## src/rtl/lp_pipe_issue_if.sv

```systemverilog
// Handshake bundle between the issue controller, the requester, the pipelined
// arithmetic unit and the response consumer.
interface lp_pipe_issue_if #(
   parameter int data_width      = 32,
   parameter int id_width        = 8,
   parameter int max_outstanding = 8,
   parameter int depth           = 4
);
   localparam int IF_W = $clog2(max_outstanding + 1);

   logic                  req_valid;
   logic                  req_ready;
   logic                  launch;
   logic [id_width-1:0]   launch_id;
   logic                  pipe_full;
   logic                  pipe_ovf;
   logic                  accept_n;
   logic                  arrive;
   logic [id_width-1:0]   arrive_id;
   logic                  push_out_n;
   logic [data_width-1:0] res_data;
   logic                  rsp_valid;
   logic                  rsp_ready;
   logic [data_width-1:0] rsp_data;
   logic [id_width-1:0]   rsp_id;
   logic [IF_W-1:0]       in_flight;
   logic                  err_ovf;
   logic                  err_id;

   modport master (
      output req_valid, pipe_full, pipe_ovf, arrive, arrive_id, push_out_n, res_data, rsp_ready,
      input  req_ready, launch, launch_id, accept_n, rsp_valid, rsp_data, rsp_id, in_flight,
             err_ovf, err_id
   );

   modport slave (
      input  req_valid, pipe_full, pipe_ovf, arrive, arrive_id, push_out_n, res_data, rsp_ready,
      output req_ready, launch, launch_id, accept_n, rsp_valid, rsp_data, rsp_id, in_flight,
             err_ovf, err_id
   );
endinterface

```

## src/rtl/lp_pipe_issue_ctrl.sv

```systemverilog
// Launch/collect controller for a low-power pipelined arithmetic unit with an in-order result FIFO.
// Optional feature: define LP_PIPE_ISSUE_ID_CHECK_EN to build the in-order arrive_id checker.
module lp_pipe_issue_ctrl #(
   parameter int data_width      = 32,
   parameter int id_width        = 8,
   parameter int max_outstanding = 8,
   parameter int depth           = 4
) (
   input logic              clk,
   input logic              rst_n,
   lp_pipe_issue_if.slave   bus
);
   localparam int IF_W  = $clog2(max_outstanding + 1);
   localparam int PTR_W = $clog2(depth);
   localparam int CNT_W = $clog2(depth + 1);
   localparam int ENT_W = id_width + data_width;

   logic [id_width-1:0] next_id_q, next_id_d;
   logic [IF_W-1:0]     in_flight_q, in_flight_d;
   logic [PTR_W-1:0]    wr_ptr_q, wr_ptr_d;
   logic [PTR_W-1:0]    rd_ptr_q, rd_ptr_d;
   logic [CNT_W-1:0]    cnt_q, cnt_d;
   logic [ENT_W-1:0]    mem_q [depth];
   logic                err_ovf_q, err_ovf_d;

   logic req_ready_s, launch_s, full_s, empty_s, push_s, cap_s, pop_s;
   logic arrive_unused_s;

   assign full_s      = (cnt_q == CNT_W'(depth));
   assign empty_s     = (cnt_q == CNT_W'(0));
   assign req_ready_s = !bus.pipe_full && (in_flight_q < IF_W'(max_outstanding));
   assign launch_s    = bus.req_valid && req_ready_s;
   // A push into a full FIFO is dropped but still retires an in-flight op.
   assign push_s      = !bus.push_out_n;
   assign cap_s       = push_s && !full_s;
   assign pop_s       = !empty_s && bus.rsp_ready;

   // arrive is informational; capture is keyed on push_out_n alone.
   assign arrive_unused_s = bus.arrive;

   // Next-state logic for IDs, in-flight count, FIFO pointers and overflow flag.
   always_comb begin
      next_id_d   = next_id_q;
      in_flight_d = in_flight_q;
      wr_ptr_d    = wr_ptr_q;
      rd_ptr_d    = rd_ptr_q;
      cnt_d       = cnt_q;
      err_ovf_d   = err_ovf_q;

      if (launch_s) begin
         next_id_d = next_id_q + id_width'(1);
      end else begin
         next_id_d = next_id_q;
      end

      case ({launch_s, push_s})
         2'b10:   in_flight_d = in_flight_q + IF_W'(1);
         2'b01: begin
            if (in_flight_q != IF_W'(0)) begin
               in_flight_d = in_flight_q - IF_W'(1);
            end else begin
               in_flight_d = in_flight_q;
            end
         end
         default: in_flight_d = in_flight_q;
      endcase

      if (cap_s) begin
         wr_ptr_d = wr_ptr_q + PTR_W'(1);
      end else begin
         wr_ptr_d = wr_ptr_q;
      end

      if (pop_s) begin
         rd_ptr_d = rd_ptr_q + PTR_W'(1);
      end else begin
         rd_ptr_d = rd_ptr_q;
      end

      case ({cap_s, pop_s})
         2'b10:   cnt_d = cnt_q + CNT_W'(1);
         2'b01:   cnt_d = cnt_q - CNT_W'(1);
         default: cnt_d = cnt_q;
      endcase

      if (bus.pipe_ovf || (push_s && full_s)) begin
         err_ovf_d = 1'b1;
      end else begin
         err_ovf_d = err_ovf_q;
      end
   end

   // Control state registers.
   always_ff @(posedge clk or negedge rst_n) begin
      if (!rst_n) begin
         next_id_q   <= id_width'(0);
         in_flight_q <= IF_W'(0);
         wr_ptr_q    <= PTR_W'(0);
         rd_ptr_q    <= PTR_W'(0);
         cnt_q       <= CNT_W'(0);
         err_ovf_q   <= 1'b0;
      end else begin
         next_id_q   <= next_id_d;
         in_flight_q <= in_flight_d;
         wr_ptr_q    <= wr_ptr_d;
         rd_ptr_q    <= rd_ptr_d;
         cnt_q       <= cnt_d;
         err_ovf_q   <= err_ovf_d;
      end
   end

   // Result storage; cleared on reset so the head reads zero while empty.
   always_ff @(posedge clk or negedge rst_n) begin
      if (!rst_n) begin
         for (int i = 0; i < depth; i++) begin
            mem_q[i] <= ENT_W'(0);
         end
      end else if (cap_s) begin
         mem_q[wr_ptr_q] <= {bus.arrive_id, bus.res_data};
      end else begin
         mem_q[wr_ptr_q] <= mem_q[wr_ptr_q];
      end
   end

`ifdef LP_PIPE_ISSUE_ID_CHECK_EN
   logic [id_width-1:0] exp_id_q, exp_id_d;
   logic                err_id_q, err_id_d;

   // Expected-ID tracking; the pipe is in-order so any mismatch is an error.
   always_comb begin
      exp_id_d = exp_id_q;
      err_id_d = err_id_q;
      if (cap_s) begin
         exp_id_d = exp_id_q + id_width'(1);
         if (bus.arrive_id != exp_id_q) begin
            err_id_d = 1'b1;
         end else begin
            err_id_d = err_id_q;
         end
      end else begin
         exp_id_d = exp_id_q;
      end
   end

   // ID checker registers.
   always_ff @(posedge clk or negedge rst_n) begin
      if (!rst_n) begin
         exp_id_q <= id_width'(0);
         err_id_q <= 1'b0;
      end else begin
         exp_id_q <= exp_id_d;
         err_id_q <= err_id_d;
      end
   end

   assign bus.err_id = err_id_q;
`else
   assign bus.err_id = 1'b0;
`endif

   assign bus.req_ready = req_ready_s;
   assign bus.launch    = launch_s;
   assign bus.launch_id = next_id_q;
   assign bus.accept_n  = full_s;
   assign bus.rsp_valid = !empty_s;
   assign bus.rsp_data  = mem_q[rd_ptr_q][data_width-1:0];
   assign bus.rsp_id    = mem_q[rd_ptr_q][ENT_W-1:data_width];
   assign bus.in_flight = in_flight_q;
   assign bus.err_ovf   = err_ovf_q;
endmodule

```

## src/flat_wrapper.sv

```systemverilog
// flat-port wrapper written by rule: the top's interface ports become plain ports
module lp_pipe_issue_ctrl_flat 
#(
   parameter int data_width      = 32,
   parameter int id_width        = 8,
   parameter int max_outstanding = 8,
   parameter int depth           = 4
)
  (clk, rst_n, bus_req_valid, bus_pipe_full, bus_pipe_ovf, bus_arrive, bus_arrive_id, bus_push_out_n, bus_res_data, bus_rsp_ready, bus_req_ready, bus_launch, bus_launch_id, bus_accept_n, bus_rsp_valid, bus_rsp_data, bus_rsp_id, bus_in_flight, bus_err_ovf, bus_err_id);
  lp_pipe_issue_if #(.data_width(data_width), .id_width(id_width), .max_outstanding(max_outstanding), .depth(depth)) bus_i ();
  input logic clk;
  input logic rst_n;
  input wire logic [$bits(bus_i.req_valid)-1:0] bus_req_valid;
  input wire logic [$bits(bus_i.pipe_full)-1:0] bus_pipe_full;
  input wire logic [$bits(bus_i.pipe_ovf)-1:0] bus_pipe_ovf;
  input wire logic [$bits(bus_i.arrive)-1:0] bus_arrive;
  input wire logic [$bits(bus_i.arrive_id)-1:0] bus_arrive_id;
  input wire logic [$bits(bus_i.push_out_n)-1:0] bus_push_out_n;
  input wire logic [$bits(bus_i.res_data)-1:0] bus_res_data;
  input wire logic [$bits(bus_i.rsp_ready)-1:0] bus_rsp_ready;
  output wire logic [$bits(bus_i.req_ready)-1:0] bus_req_ready;
  output wire logic [$bits(bus_i.launch)-1:0] bus_launch;
  output wire logic [$bits(bus_i.launch_id)-1:0] bus_launch_id;
  output wire logic [$bits(bus_i.accept_n)-1:0] bus_accept_n;
  output wire logic [$bits(bus_i.rsp_valid)-1:0] bus_rsp_valid;
  output wire logic [$bits(bus_i.rsp_data)-1:0] bus_rsp_data;
  output wire logic [$bits(bus_i.rsp_id)-1:0] bus_rsp_id;
  output wire logic [$bits(bus_i.in_flight)-1:0] bus_in_flight;
  output wire logic [$bits(bus_i.err_ovf)-1:0] bus_err_ovf;
  output wire logic [$bits(bus_i.err_id)-1:0] bus_err_id;
  assign bus_i.req_valid = bus_req_valid;
  assign bus_i.pipe_full = bus_pipe_full;
  assign bus_i.pipe_ovf = bus_pipe_ovf;
  assign bus_i.arrive = bus_arrive;
  assign bus_i.arrive_id = bus_arrive_id;
  assign bus_i.push_out_n = bus_push_out_n;
  assign bus_i.res_data = bus_res_data;
  assign bus_i.rsp_ready = bus_rsp_ready;
  assign bus_req_ready = bus_i.req_ready;
  assign bus_launch = bus_i.launch;
  assign bus_launch_id = bus_i.launch_id;
  assign bus_accept_n = bus_i.accept_n;
  assign bus_rsp_valid = bus_i.rsp_valid;
  assign bus_rsp_data = bus_i.rsp_data;
  assign bus_rsp_id = bus_i.rsp_id;
  assign bus_in_flight = bus_i.in_flight;
  assign bus_err_ovf = bus_i.err_ovf;
  assign bus_err_id = bus_i.err_id;
  lp_pipe_issue_ctrl #(.data_width(data_width), .id_width(id_width), .max_outstanding(max_outstanding), .depth(depth)) u_core (.clk(clk), .rst_n(rst_n), .bus(bus_i));
endmodule
```

## config.mk

```make
export PLATFORM = sky130hd
export DESIGN_NAME = lp_pipe_issue_ctrl_flat
export DESIGN_NICKNAME = d
export VERILOG_FILES = /design/src/rtl/lp_pipe_issue_if.sv /design/src/rtl/lp_pipe_issue_ctrl.sv /design/src/flat_wrapper.sv
export SDC_FILE = /design/constraint.sdc
export NUM_CORES = 1
export LEC_CHECK = 0
export ABC_AREA = 0
export BUFFER_PORTS_ARGS = -buffer_cell sky130_fd_sc_hd__buf_2
export CAP_MARGIN = 20
export CORE_AREA = 2 2 148 150
export CTS_BUF_LIST = sky130_fd_sc_hd__clkbuf_16
export CTS_CLUSTER_DIAMETER = 60
export DETAILED_ROUTE_END_ITERATION = 6
export DIE_AREA = 0 0 150 152
export GPL_ROUTABILITY_DRIVEN = 0
export SLEW_MARGIN = 10
export SYNTH_ARGS = -nofsm -noshare
export SYNTH_HDL_FRONTEND = slang
export SYNTH_SLANG_ARGS = --single-unit
```

## constraint.sdc

```tcl
create_clock -name clk -period 5.2 [get_ports clk]
set_clock_uncertainty 0.1 [all_clocks]
set_input_delay 0.26 -clock clk [delete_from_list [all_inputs] [get_ports clk]]
set_output_delay 0.26 -clock clk [all_outputs]
set_load 0.02 [all_outputs]
```

# --- Word-level counts from Yosys, hierarchy flattened ---
# Index checks and enable logic that the tools add are counted.
classes:
  add_sub_neg: 7
  magnitude_cmp: 4
  n_eq_ne: 6
  mux: 14
  bitwise_logic: 2
  reduce_logical: 16
ops:
  columns: ["op", "n"]
  rows:
  - ["$bwmux W160", 2]
  - ["$mux W40", 5]
  - ["$bmux W40 S2", 2]
  - ["$mux W160", 1]
  - ["$demux W40 S2", 1]
  - ["$add A8 B1 Y8 const B", 1]
  - ["$pmux W4 S2", 1]
  - ["$ge A3 B3 Y1 const B", 2]
  - ["$logic_and A1 B1 Y1", 6]
  - ["$not A2 Y3", 2]
  - ["$pmux W3 S2", 1]
  - ["$add A2 B1 Y2 const B", 2]
  - ["$add A4 B1 Y4 const B", 1]
  - ["$eq A2 B1 Y1 const B", 2]
  - ["$eq A2 B2 Y1 const B", 2]
  - ["$logic_not A1 Y1", 4]
  - ["$lt A4 B4 Y1 const B", 1]
  - ["$mux W4", 1]
  - ["$reduce_bool A2 Y1", 2]
  - ["$reduce_bool A4 Y1", 1]
  - ["$sub A4 B1 Y4 const B", 1]
  - ["$add A3 B1 Y3 const B", 1]
  - ["$eq A3 B3 Y1 const B", 1]
  - ["$logic_not A3 Y1", 1]
  - ["other kinds (5)", 5]
word_totals:
  ff_bits: 180
  in_bits: 48
  out_inout_bits: 58
  wordCells: 59

# --- Depth between registers and ports, before layout ---
logic_depth:
  word_depth: 7
  depth_mapped: 11
  depth_no_buf: 10

# --- Worst setup path after synthesis ---
# No wires, ideal clock.
synth_path:
  kind: "reg-to-reg"
  start: "reg u_core.cnt_q[0]"
  end: "reg u_core.cnt_q[2]"
  setup_time_ns: 0.079
  arrival_ns: 2.067
  t_required_ns: 5.021
  slack_ns: 2.954
  stages_incl_launch_ff: 12
  path_buffers: 1
  synth_period_minus_slack_ns: 2.246
  path_cell_list: "dfrtp_1 or3b_1 buf_6 clkinv_8 nor2_1 inv_1 ha_1 inv_1 fa_1 xor2_1 nor2_1 xor2_1"
synth_via:
  elab_chain_cells: 5
  elab_cells_between_ends: 12
  classes_between: "add/sub: 2; eq/ne: 3; mux: 1; reduce/logical: 6"
synth_lines:
  columns: ["item", "line", "rtl"]
  rows:
  - ["from (decl)", "lp_pipe_issue_ctrl.sv:22", "logic [CNT_W-1:0] cnt_q, cnt_d;"]
  - ["from (signal assigned)", "lp_pipe_issue_ctrl.sv:107", "cnt_q <= cnt_d;"]
  - ["$eq A3 B3 Y1 / $logic_not A3 Y1 (equally long branches)", "lp_pipe_issue_ctrl.sv:29, lp_pipe_issue_ctrl.sv:30", null]
  - ["$logic_not A1 Y1 (on tied branches)", "lp_pipe_issue_ctrl.sv:35, lp_pipe_issue_ctrl.sv:36", null]
  - ["$logic_and A1 B1 Y1 (on tied branches)", "lp_pipe_issue_ctrl.sv:35, lp_pipe_issue_ctrl.sv:36", null]
  - ["$eq A2 B1 Y1 / $eq A2 B2 Y1 (equally long branches)", "lp_pipe_issue_ctrl.sv:80", "case ({cap_s, pop_s})"]
  - ["$pmux W3 S2 / $reduce_bool A2 Y1 (equally long branches)", null, null]
# Parallel ways exist; a longest one is shown, timed or not.
# A chain may end at the register's enable or synchronous reset.

# --- Worst setup path in the final report ---
# Same ends and word-level chain as after synthesis.

==> impl_metrics.json <==
{
  "outcome": "finished, final reports clean",
  "antenna_left": 0,
  "fmax_ghz": 0.322,
  "synth_xor_xnor_area_share_pct": 1.39,
  "clk_path_buf_depth": 2,
  "vias": 6950,
  "area_growth_pct": 12.2,
  "rsz0062_at_grt": "no",
  "rr_startpoint": "u_core.cnt_q[0]",
  "tightest_slew_ns": 1.03,
  "vias_per_cell": 5.96,
  "start_util_pct": 44.2,
  "wl_per_cell_um": 20.1,
  "io_buffers": 103,
  "vdd_drop_max_v": 0.000382,
  "synth_area_leaders": "dfrtp_1 (48%), mux4_2 (19%), a31oi_1 (11%)",
  "required_ns": 5.46,
  "critical_path_class": "flop to flop",
  "htree_levels": 4,
  "synth_seq_cells": 180,
  "track_usage_pct": 21.5,
  "cts_resized": 0,
  "muxShareOfSynthArea_pct": 19.3,
  "drv_cap": 0,
  "syn_area_um2": 9430,
  "cp_max_fo": 42,
  "grt_pass1_vias": 6884,
  "ioPinCount": 106,
  "ys_warn_count": 0,
  "clkTransAtPathRegs_ns": 0.08,
  "worstSetupEndpointType": "flop",
  "p_sw_mw": 3.57,
  "crit_start": "u_core.cnt_q[0]",
  "die_y_um": 152,
  "final_nets": 929,
  "grt_max_degree": 104,
  "clkPwrFrac_pct": 15.3,
  "power.share.combinational_pct": 51.3,
  "yosys.area_share.simple_pct": 10.1,
  "die_x_um": 150,
  "dpl.hpwl_mm": 13.8,
  "cts_tree": "done",
  "die_area_um2": 22800,
  "cts.sinks": 180,
  "core_um2": 21400,
  "crit_path_cell_trace": "or3b_2 > buf_4 > clkinv_8 > nor2_1 > inv_1 > ha_1 > inv_1 > fa_1 > xor2_1 > nor2_1 > xor2_1",
  "synth_common_cells": "dfrtp_1 (180), nor2_1 (166), a31oi_1 (161)",
  "drt_iter0_drc": 459,
  "drt-pass1-iter-count": 5,
  "setup_viol": 0,
  "swShare_pct": 43.8,
  "yosysTopAreaCellShare_pct": 47.8,
  "period_needed_ns": 3.11,
  "drc": 0,
  "antenna_found_initial": 1,
  "timing.final.ws_setup_ns": 2.09,
  "syn_avg_cell_area_um2": 11.6,
  "power_frac_seq_pct": 33.4,
  "leakage_nw": 4.09,
  "synth-edff-count": 0,
  "clk_latency_ns": 0.43,
  "synth_adder_area_share_pct": 1.14,
  "drive_above_1_share_pct": 31.4,
  "synthesis.nets": 871,
  "arrival_ns": 3.37,
  "synth_compound_area_share_pct": 15.2,
  "cts_setup_buffers": 0,
  "synth_cell_types": 40,
  "syn_inst": 815,
  "pre_cts_slack_ns": 2.12,
  "drv_slew": 0,
  "max_stage_delay_ns": 0.47,
  "wl_mm": 23.5,
  "cts_buffers": 17,
  "synth_most_common_cell": "dfrtp_1",
  "rows": 54,
  "setup_tns_ns": 0,
  "cts_root_buf": "clkbuf_16",
  "slowest_stage": "or3b_2",
  "synth_flop_cell": "dfrtp_1",
  "ys_seq_area_share_pct": 47.8,
  "critPathLaunchType": "flop",
  "grt-ovfl-total": 0,
  "grt_first_pass_wirelength_mm": 37.8,
  "intPower_mw": 4.58,
  "pwr_density_cell_nw_per_um2": 770,
  "hold_violations": 0,
  "fin_crit_sh_pct": 59.7,
  "hold-worst-slack_ns": 0.0876,
  "relSlewSlack_pct": 31.1,
  "power_mw": 8.15,
  "synth_async_sr_flop_share_pct": 100,
  "synth_top_family_by_area": "multiplexers",
  "yosysTopAreaCell": "dfrtp_1",
  "min_from": "bus_res_data[26]",
  "min_path_type": "input pin to flop"
}
state kept, by name, indices dropped and copies added (netlist names):
name,cells
u_core.mem_q,160
u_core.bus.launch_id,8
u_core.bus.in_flight,4
u_core.cnt_q,3
u_core.rd_ptr_q,2
u_core.wr_ptr_q,2
u_core.bus.err_ovf,1
per-stage QoR:
step           area [µm²]  cells  util (%)
3_3_place_gp         9990   1132      46.8
4_1_cts             10600   1166      49.5
3_5_place_dp         9990   1132      46.8
6_report            10600   1167      49.5
2_1_floorplan        9430    815         -
5_1_grt             10600   1167      49.5
metal layers:
metal / routed length, µm / global-route usage, %
met1: 10600 / 30.9
met2: 11600 / 34.4
met3: 1070 / 3.33
met4: 218 / 5.53
met5: 0 / 0
worst paths after layout:
path / end / slack, ns / cells after the start
worst max-delay path: u_core.cnt_q[2] / 2.09 / 11
worst min-delay path: u_core.mem_q[106] / 0.09 / 3
worst max register to register: u_core.cnt_q[2] / 2.09 / 11
worst min register to register: u_core.bus.launch_id[7] / 0.38 / 1
max in group asynchronous: u_core.mem_q[76] / 3.59 / 3
min in group asynchronous: u_core.mem_q[137] / 0.43 / 2
layout make-up:
class                   instances  area, µm²
diodes                          1       2.50
clock buffers                  17        425
clock inverters                15        140
fillers                      1989      10800
inverters                       9       46.3
multi-input cells             548       4460
flip-flops and latches        180       4510
well taps                     280        350
repair buffers                117        644
critical path, delay by kind of cell (launching register included):
family	cells	cell delay (ns)
flip-flops	1	0.43
buffers and inverters	4	0.89
AND/OR/NAND/NOR	3	0.72
adder cells (fa/ha/maj)	2	0.56
XOR/XNOR	2	0.31
power by group through the flow:
stage	Combinational (mW)	Clock (mW)	Sequential, mW
finish	4.18	1.24	2.72
global route	4.57	1.34	2.84
CTS	4.21	1.28	2.73
detailed placement	4.21	0	2.76
global placement	4.14	0	2.72
floorplan	3.48	0	2.45
cells in the final DEF (no fill, tap or decap), drive strengths merged, types with 2 or more instances in the layout:
cell | Yosys | routed
nand3 | 42 | 42
a31oi | 161 | 161
nor3 | 2 | 2
inv | 8 | 17
xor2 | 6 | 6
or3b | 2 | 2
dfrtp | 180 | 180
o21ai | 42 | 42
clkinvlp | 0 | 3
clkbuf | 42 | 17
mux4 | 80 | 80
xnor2 | 9 | 9
clkinv | 1 | 4
nand4 | 4 | 4
ha | 7 | 7
nor2 | 166 | 166
and3 | 2 | 2
dlygate4sd3 | 0 | 2
buf | 36 | 115
a21oi | 2 | 2
nand2 | 9 | 9
logic make-up (layout without fill, tap and decap cells):
group,count (synthesis),in the layout
AOI/OAI and AO/OA,212,212
DFF,180,180
buffers and inverters,87,158
adders and majority gates,8,8
and+or+nand+nor,230,230
xor gates and xnor gates,15,15
other,1,2
muxes,82,82
repair_timing:
item | 4_1_cts | 5_1_grt
hold buffers | 2 | 0
endpoints found under the setup margin | 0 | 0
hold endpoints to repair | 103 | 0
No activity file was read; power rests on OpenSTA's default activity.
